--- src/rtl/bka_16_sub_pipe_pkg.sv ---
// ============================================================================
// Module  : bka_16_sub_pipe_pkg
// Brief   : Shared types, widths and prefix-cell functions for the BK subtractor.
// Revision: 1.0
// ============================================================================
`default_nettype none

package bka_16_sub_pipe_pkg;

  localparam int unsigned W   = 16;
  localparam int unsigned LAT = 2;

  // Field order lets a {g, p} concatenation be used directly as a pg_t.
  typedef struct packed {
    logic g;
    logic p;
  } pg_t;

  typedef struct packed {
    logic [W-1:0] p;
    logic [W-1:0] g;
    logic [7:0]   p2;
    logic [7:0]   g2;
    logic [3:0]   p4;
    logic [3:0]   g4;
    logic         cin;
    logic         a_msb;
    logic         b_msb;
  } s1_t;

  typedef struct packed {
    logic [W-1:0] q;
    logic         borrow_out;
    logic         zero;
    logic         neg;
    logic         ovf;
  } s2_t;

  function automatic pg_t pg_onebit(input logic x, input logic y);
    pg_t r;
    r.p = x ^ y;
    r.g = x & y;
    return r;
  endfunction

  function automatic pg_t pg_blackcell(input pg_t hi, input pg_t lo);
    pg_t r;
    r.g = hi.g | (hi.p & lo.g);
    r.p = hi.p & lo.p;
    return r;
  endfunction

  function automatic logic pg_graycell(input pg_t hi, input logic c_lo);
    return hi.g | (hi.p & c_lo);
  endfunction

endpackage

`default_nettype wire

--- src/rtl/bka16_pg_tree_s1.sv ---
// ============================================================================
// Module  : bka16_pg_tree_s1
// Brief   : First two Brent-Kung up-sweep levels: 2-bit and 4-bit group p/g.
// Revision: 1.0
// ============================================================================
`default_nettype none

module bka16_pg_tree_s1
  import bka_16_sub_pipe_pkg::*;
(
  input  logic [W-1:0] p,
  input  logic [W-1:0] g,
  output logic [7:0]   p2,
  output logic [7:0]   g2,
  output logic [3:0]   p4,
  output logic [3:0]   g4
);

  for (genvar i = 0; i < 8; i++) begin : g_pair
    pg_t pair_pg;
    assign pair_pg = pg_blackcell({g[2*i+1], p[2*i+1]}, {g[2*i], p[2*i]});
    assign p2[i]   = pair_pg.p;
    assign g2[i]   = pair_pg.g;
  end

  for (genvar j = 0; j < 4; j++) begin : g_quad
    pg_t quad_pg;
    assign quad_pg = pg_blackcell({g2[2*j+1], p2[2*j+1]}, {g2[2*j], p2[2*j]});
    assign p4[j]   = quad_pg.p;
    assign g4[j]   = quad_pg.g;
  end

endmodule

`default_nettype wire

--- src/rtl/bka_16_sub_pipe.sv ---
// ============================================================================
// Module  : bka_16_sub_pipe
// Brief   : 2-stage valid/ready pipelined a - b - bin with BK borrow network.
// Revision: 1.0
// ============================================================================
`default_nettype none

module bka_16_sub_pipe
  import bka_16_sub_pipe_pkg::*;
(
  input  logic         clk,
  input  logic         rst,
  input  logic         in_valid,
  output logic         in_ready,
  input  logic [W-1:0] a,
  input  logic [W-1:0] b,
  input  logic         bin,
  output logic         out_valid,
  input  logic         out_ready,
  output logic [W-1:0] q,
  output logic         borrow_out,
  output logic         zero,
  output logic         neg,
  output logic         ovf
);

  logic         s1_valid_q, s1_valid_d;
  logic         s2_valid_q, s2_valid_d;
  s1_t          s1_q, s1_d;
  s2_t          s2_q, s2_d;

  logic         s1_adv, s2_adv, accept;
  logic [W-1:0] bit_p, bit_g;
  logic [7:0]   p2, g2;
  logic [3:0]   p4, g4;

  // Subtraction as a + ~b + !bin.
  for (genvar i = 0; i < W; i++) begin : g_bit
    pg_t b_pg;
    assign b_pg     = pg_onebit(a[i], ~b[i]);
    assign bit_p[i] = b_pg.p;
    assign bit_g[i] = b_pg.g;
  end

  bka16_pg_tree_s1 u_pg_tree_s1 (
    .p  (bit_p),
    .g  (bit_g),
    .p2 (p2),
    .g2 (g2),
    .p4 (p4),
    .g4 (g4)
  );

  assign s2_adv   = ~s2_valid_q | out_ready;
  assign s1_adv   = ~s1_valid_q | s2_adv;
  assign in_ready = s1_adv;
  assign accept   = in_valid & s1_adv;

  always_comb begin
    s1_valid_d = s1_adv ? accept : s1_valid_q;
    s1_d       = s1_q;
    if (accept) begin
      s1_d.p     = bit_p;
      s1_d.g     = bit_g;
      s1_d.p2    = p2;
      s1_d.g2    = g2;
      s1_d.p4    = p4;
      s1_d.g4    = g4;
      s1_d.cin   = ~bin;
      s1_d.a_msb = a[W-1];
      s1_d.b_msb = b[W-1];
    end
  end

  pg_t          grp8_lo, grp8_hi, grp16;
  logic [W:0]   c;      // c[i+1] is the carry out of bit i; c[0] is the carry in
  logic [W-1:0] diff;

  always_comb begin
    grp8_lo = pg_blackcell({s1_q.g4[1], s1_q.p4[1]}, {s1_q.g4[0], s1_q.p4[0]});
    grp8_hi = pg_blackcell({s1_q.g4[3], s1_q.p4[3]}, {s1_q.g4[2], s1_q.p4[2]});
    grp16   = pg_blackcell(grp8_hi, grp8_lo);

    c       = '0;
    c[0]    = s1_q.cin;
    c[2]    = pg_graycell({s1_q.g2[0], s1_q.p2[0]}, c[0]);
    c[4]    = pg_graycell({s1_q.g4[0], s1_q.p4[0]}, c[0]);
    c[8]    = pg_graycell(grp8_lo, c[0]);
    c[16]   = pg_graycell(grp16, c[0]);
    c[12]   = pg_graycell({s1_q.g4[2], s1_q.p4[2]}, c[8]);
    c[6]    = pg_graycell({s1_q.g2[2], s1_q.p2[2]}, c[4]);
    c[10]   = pg_graycell({s1_q.g2[4], s1_q.p2[4]}, c[8]);
    c[14]   = pg_graycell({s1_q.g2[6], s1_q.p2[6]}, c[12]);
    for (int k = 0; k < 8; k++) begin
      c[2*k+1] = pg_graycell({s1_q.g[2*k], s1_q.p[2*k]}, c[2*k]);
    end
    diff = s1_q.p ^ c[W-1:0];
  end

  // Odd-pair and odd-bit generates only feed the S1 tree, not the S2 carries.
  logic s2_unused;
  assign s2_unused = ^{s1_q.g, s1_q.p2, s1_q.g2};

  always_comb begin
    s2_valid_d = s2_adv ? s1_valid_q : s2_valid_q;
    s2_d       = s2_q;
    if (s2_adv && s1_valid_q) begin
      s2_d.q          = diff;
      s2_d.borrow_out = ~c[W];
      s2_d.zero       = (diff == '0);
      s2_d.neg        = diff[W-1];
      s2_d.ovf        = (s1_q.a_msb != s1_q.b_msb) && (diff[W-1] != s1_q.a_msb);
    end
  end

  always_ff @(posedge clk) begin
    if (rst) begin
      s1_valid_q <= 1'b0;
      s2_valid_q <= 1'b0;
      s1_q       <= '0;
      s2_q       <= '0;
    end else begin
      s1_valid_q <= s1_valid_d;
      s2_valid_q <= s2_valid_d;
      s1_q       <= s1_d;
      s2_q       <= s2_d;
    end
  end

  assign out_valid  = s2_valid_q;
  assign q          = s2_q.q;
  assign borrow_out = s2_q.borrow_out;
  assign zero       = s2_q.zero;
  assign neg        = s2_q.neg;
  assign ovf        = s2_q.ovf;

endmodule

`default_nettype wire

--- config.mk ---
export PLATFORM = sky130hd
export DESIGN_NAME = bka_16_sub_pipe
export DESIGN_NICKNAME = d
export VERILOG_FILES = /design/src/rtl/bka_16_sub_pipe_pkg.sv /design/src/rtl/bka16_pg_tree_s1.sv /design/src/rtl/bka_16_sub_pipe.sv
export SDC_FILE = /design/constraint.sdc
export NUM_CORES = 1
export LEC_CHECK = 0
export BUFFER_PORTS_ARGS = -buffer_cell sky130_fd_sc_hd__buf_4
export CAP_MARGIN = 30
export CORE_UTILIZATION = 30
export CTS_CLUSTER_SIZE = 14
export DETAILED_ROUTE_END_ITERATION = 12
export GPL_TIMING_DRIVEN = 0
export PLACE_DENSITY_LB_ADDON = 0.05
export SKIP_CTS_REPAIR_TIMING = 1
export SLEW_MARGIN = 20
export SYNTH_ARGS = -nofsm -noshare
export SYNTH_HDL_FRONTEND = slang
export SYNTH_SLANG_ARGS = --single-unit
--- constraint.sdc ---
create_clock -name clk -period 2.8 [get_ports clk]
set_input_delay 0.7 -clock clk [delete_from_list [all_inputs] [get_ports clk]]
set_output_delay 0.7 -clock clk [all_outputs]
set_load 0.02 [all_outputs]
### Word-level counts from Yosys, hierarchy flattened

Index checks and enable logic that the tools add are counted.

| storage, ports and cells | value |
|---|---|
| register bits | 78 |
| bits of input ports | 37 |
| output and inout bits | 22 |
| word-level logic and storage cells | 154 |

| cells by class | value |
|---|---|
| eq/ne operators | 2 |
| bitwise logic cells | 133 |
| reduce and logical (&&, ||, !) cells | 3 |

Operators by type and width:

| kind | number |
|---|---|
| 1-bit bitwise AND | 63 |
| 1-bit OR | 33 |
| 1-bit inverter | 20 |
| 16-bit logical NOT | 1 |
| 1-bit XOR | 16 |
| 16-bit XOR | 1 |
| 1-bit logical AND | 2 |
| 1-bit != test | 2 |

### Logic depth before layout (Yosys ltp)

| logic depth | value |
|---|---|
| word-level depth | 12 |
| depth in mapped cells | 9 |
| depth with buffers taken out | 9 |

### Cells and area by module

Synthesis repeated with hierarchy kept, for this count alone.

| second synthesis, totals | value |
|---|---|
| cell total of the unflattened synthesis | 373 |
| area, all modules | 2969.1 sq um |

By module, submodules not included:

| module | times used | cells an instance | area an instance (sq um) | sequential area each (sq um) |
|---|---|---|---|---|
| bka_16_sub_pipe | 1 | 349 | 2802.7 | 1281.2 |
| bka16_pg_tree_s1 | 1 | 24 | 166.4 | 0.0 |

### Worst setup path before layout

Ideal clock, no wire load.

| timing | value |
|---|---|
| kind | register -> register |
| start | register s1_q, in the netlist c[0] |
| end | register s2_q, in the netlist ovf |
| arrival time | 2.008 ns |
| required time | 2.709 ns |
| slack | 0.701 ns |
| cell stages (with the launch flop) | 10 |
| buffers on the path | 0 |
| period minus slack after synthesis | 2.099 ns |
| cells stage by stage | dfxtp_1 > a21o_1 > a21o_1 > a21o_1 > a21o_1 > ha_1 > nor2_2 > xnor2_1 > or3b_1 > a311oi_1 |

| on the way | value |
|---|---|
| word-level cells in the longest chain between the ends | 11 |

Ends and longest elaborated chain:

| element | line | RTL |
|---|---|---|
| start: declaration | bka_16_sub_pipe.sv:29 | `s1_t s1_q, s1_d;` |
| start signal: assignment | bka_16_sub_pipe.sv:120 | `s1_q <= '0;` |
| start signal: assignment | bka_16_sub_pipe.sv:125 | `s1_q <= s1_d;` |
| 1-bit bitwise AND | bka_16_sub_pipe_pkg.sv:54 | `return hi.g \| (hi.p & c_lo);` |
| 1-bit OR | bka_16_sub_pipe_pkg.sv:54 |  |
| 1-bit bitwise AND | bka_16_sub_pipe_pkg.sv:54 |  |
| 1-bit OR | bka_16_sub_pipe_pkg.sv:54 |  |
| 1-bit bitwise AND | bka_16_sub_pipe_pkg.sv:54 |  |
| 1-bit OR | bka_16_sub_pipe_pkg.sv:54 |  |
| 1-bit bitwise AND | bka_16_sub_pipe_pkg.sv:54 |  |
| 1-bit OR | bka_16_sub_pipe_pkg.sv:54 |  |
| 16-bit XOR | bka_16_sub_pipe.sv:97 | `diff = s1_q.p ^ c[W-1:0];` |
| 1-bit != test | bka_16_sub_pipe.sv:112 | `s2_d.ovf = (s1_q.a_msb != s1_q.b_msb) && (diff[W-1] != s1_q.a_msb);` |
| 1-bit logical AND | bka_16_sub_pipe.sv:112 |  |
| end signal: assignment | bka_16_sub_pipe.sv:121 | `s2_q <= '0;` |
| end signal: assignment | bka_16_sub_pipe.sv:126 | `s2_q <= s2_d;` |
| end: declaration | bka_16_sub_pipe.sv:30 | `s2_t s2_q, s2_d;` |

No other way between the ends.
A chain may end at the register's enable or synchronous reset.

### Worst setup path in the final report

| timing | value |
|---|---|
| start | register s1_q, in the netlist c[0] |
| end | register s2_q, in the netlist zero |

| on the way | value |
|---|---|
| elaborated cells on any way between the ends | 32 |

RTL lines:

| element | line | RTL |
|---|---|---|
| 1-bit bitwise AND | bka_16_sub_pipe_pkg.sv:54 |  |
| 1-bit OR | bka_16_sub_pipe_pkg.sv:54 |  |
| 1-bit bitwise AND | bka_16_sub_pipe_pkg.sv:54 |  |
| 1-bit OR | bka_16_sub_pipe_pkg.sv:54 |  |
| 1-bit bitwise AND | bka_16_sub_pipe_pkg.sv:54 |  |
| 1-bit OR | bka_16_sub_pipe_pkg.sv:54 |  |
| 16-bit XOR | bka_16_sub_pipe.sv:97 |  |
| via diff[14] | bka_16_sub_pipe.sv:77 | `logic [W-1:0] diff;` |
| 16-bit logical NOT | bka_16_sub_pipe.sv:110 | `s2_d.zero = (diff == '0);` |

The timed path passes the listed nets, and every way through them passes these cells.

==> run summary <==
In this run the horizontal extent of the chip is between 100 and 150 um. The number of detailed-routing iterations run before antenna repair is 4. Setup repair after global routing left no endpoint under its margin. In this run the core area contains 35 standard-cell rows. The maximum count of clock buffers along a single path came out at 2. Of the total power, the share spent switching nets is 0.2850. The run finished with clean final reports.

The clock period minus final worst setup slack is 2.491 ns. The worst voltage drop across the vdd grid is 208.7 uV. Setup total negative slack on the finished layout was measured at 0 ns. Counting flops and latches in the post-synthesis netlist gives 64. The worst setup path is of the reg -> reg kind. For the worst setup path, the data required time is 3.08 ns. The count of inserted antenna diode cells is 0.

The die span in y came out at 100.6 um. The fraction of final layout cells sized beyond drive strength 1 is 0.1995. The max-slew violation count came out at 0. For this configuration, the core starts out at a cell density of 0.3128. The most used flip-flop cell after synthesis is dfxtp_1. The share of flip-flops with an asynchronous set or reset is 0.

The routed via count came out at 2570. The first global-routing pass estimated around 13000 um of wire. The final period utilization is 0.8895. The worst register-to-register path ends at zero. The count of buffers added on input and output ports is between 50 and 60. The share of total power dissipated in combinational logic is 0.169.

The most critical setup path has its startpoint at c[0]. The reported leakage power is 1.637 nW. The detailed placer's ending HPWL came out at 6146 um. Following the worst setup path forward leads to its endpoint at zero. The top cell types in the final layout, fill and taps aside, are nand2_1, dfxtp_1, buf_4. The transition time at the pin with the least slew margin came out at 0.6675 ns. The final count of negative-setup-slack endpoints is 0. The logic depth of the worst register-to-register path is 9. The relative slew slack is 0.5550. TritonCTS created 9 clock buffers.

The tightest hold path in the finished design has a slack of 0.4556 ns. In this run, the number of DRC markers left after iteration 0 of detailed routing was 74. The worst setup path is launched from a register. The tool flagged a number of max-cap violations equal to 0. The arrival time reported for the critical path endpoint is 2.77 ns. The wire length per cell is 14.43 um.

The via count of the first global-routing pass came out at 2437. The register clock-pin slew on the reported worst setup and hold paths is 0.07 ns. Along the worst path, the maximum fanout reaches 4.

TritonCTS built the clock tree. The share of total power dissipated in the clock network is 0.365. The upper clock frequency limit is 0.4015 GHz. The number of top-level pins came out at 59. The tree is rooted in a clkbuf_8. Dividing the detail-routed via count by the number of cells gives 4.549. The startpoint of the worst register-to-register path is c[0]. The total count of hold-check failures in the final report is 0.

Global routing finished with a remaining overflow of 0. The sink count of the clock tree is 64. The sequential cell area fraction in the yosys report is 0.4391. The most common cell after layout, fill and taps aside is nand2_1. The clock skew is 0.01060 ns. The cell area after technology mapping is ~2900 sq um. The largest net degree at the start of global routing came out at 12. The floorplan step defined a die boundary enclosing 10120 sq um. The remaining antenna violation count after routing came out at 0. The clock latency reported for the late side of the worst-skew pair is 0.34 ns. The final wirelength is 8155 um. The total number of nets in the final design came out at about 500. The placer congestion estimate is 0.7715. Compared with the post-synthesis result, the final layout area differs by 26.89%.

The number of design rule violations left after detail routing came out at 0. The gate count after technology mapping is 362. The global-route usage over all layers is 0.1737.

The average footprint of a synthesized cell is 8.060 sq um. The cell area power density is 576.0 nW/um^2. The synthesized netlist net count is 423. The tightest min-delay check is of the reg -> reg type. The internal power component is between 1.5 and 2 mW. The number of flops mapped to enable cells by yosys came out at 0. The clock tree synthesis step divided the H-tree into 3 levels.

Of the total power, registers draw 0.466. For this run, the number of Yosys warnings is 0. The distinct cell type count of the synthesized netlist came out at 33. The standard cell core area is 9328 sq um.

The initial antenna violation count was 0. The endpoint type of the worst setup path is a register. In this run the power spent charging and discharging nets is 0.6077 mW. The worst setup slack for register-to-register paths came out at ~0.31 ns.
power groups by stage:
stage                     sequential [mW]  combinational (mW)  clock, mW
final                               0.993               0.361      0.778
after global routing                 1.00               0.401      0.843
after CTS                           0.993               0.364      0.806
after detailed placement             1.01               0.362          0
after global placement               1.01               0.363          0
after floorplan                      1.03               0.197          0
metal layers:
layer  vias to the layer above  routed length, um  global-route usage
met5                         -                  0                   0
met4                         0                127             0.08027
met3                        10                205             0.02497
met2                        50               3479              0.2650
met1                      1159               4342              0.2416
li1                       1351                  -                   -
worst max-delay path: stages, from the launching register on:
cell	delay, ns
dfxtp_1	0.35
a21o_1	0.23
a21o_1	0.24
a21o_1	0.25
a21o_1	0.20
ha_1	0.34
nor4_1	0.32
nand3_1	0.12
nor4_1	0.21
a31o_2	0.19
worst min-delay path by stage:
stage | startpoint | endpoint | slack [ns] | depth (start not counted)
global placement | s1_q[7] | s1_q[7] | 0.44 | 2
global route | s1_q[19] | s1_q[19] | 0.48 | 2
floorplan | s1_q[10] | s1_q[10] | 0.43 | 2
finish | q[1] | q[1] | 0.46 | 2
detailed placement | s1_q[7] | s1_q[7] | 0.45 | 2
CTS | s1_q[7] | s1_q[7] | 0.45 | 2
cell families after synthesis:
family,share of synthesized area
DFF,0.4391
xor gates and xnor gates,0.01801
muxes,0.003431
adders and majority gates,0.1029
AOI/OAI and AO/OA,0.1582
and+or+nand+nor,0.2196
buffers and inverters,0.05875
final cells by class:
cell class	count	area [sq um]
Timing Repair Buffer	58	435.4
Tap cell	129	161.4
Clock inverter	6	60.06
Clock buffer	10	127.6
Inverter	18	67.56
Fill cell	1028	5625
Buffer	21	103.9
Sequential cell	64	1281
Multi-Input combinational cell	259	1465
flip-flops by register name, summed over array words and instances (netlist names):
| name | flops |
|---|---|
| out_valid | 1 |
| s1_valid_q | 1 |
| c | 1 |
| zero | 1 |
| s1_q | 42 |
| ovf | 1 |
| borrow_out | 1 |
| q | 16 |
synthesized netlist by cell type (all sizes together), types with 2 or more instances:
cell type,n,area [sq um]
or3,3,18.77
buf,13,73.82
a21oi,55,275.3
nor4,3,18.77
o21ai,4,20.02
nand2,94,352.8
a211oi,9,67.56
nor2b,4,25.02
and4,4,35.03
nand3b,3,22.52
nand3,5,25.02
nor3,3,15.01
a21o,7,52.55
and2,2,12.51
nor2,22,85.09
clkbuf,8,30.03
dfxtp,64,1281
o21a,2,15.01
inv,18,67.56
ha,24,300.3
xnor2,6,52.55
through the flow:
stage,power (mW),std cells,cell area (sq um),utilization,setup slack (ns)
floorplan,1.222,362,2918,-,0.7008
global placement,1.375,549,3515,0.3768,0.3161
detailed placement,1.376,549,3515,0.3768,0.3241
CTS,2.163,565,3702,0.3969,0.2984
global route,2.244,565,3702,0.3969,0.1941
finish,2.133,565,3702,0.3969,0.3094
Note: power is estimated with default switching activity, not from simulation.
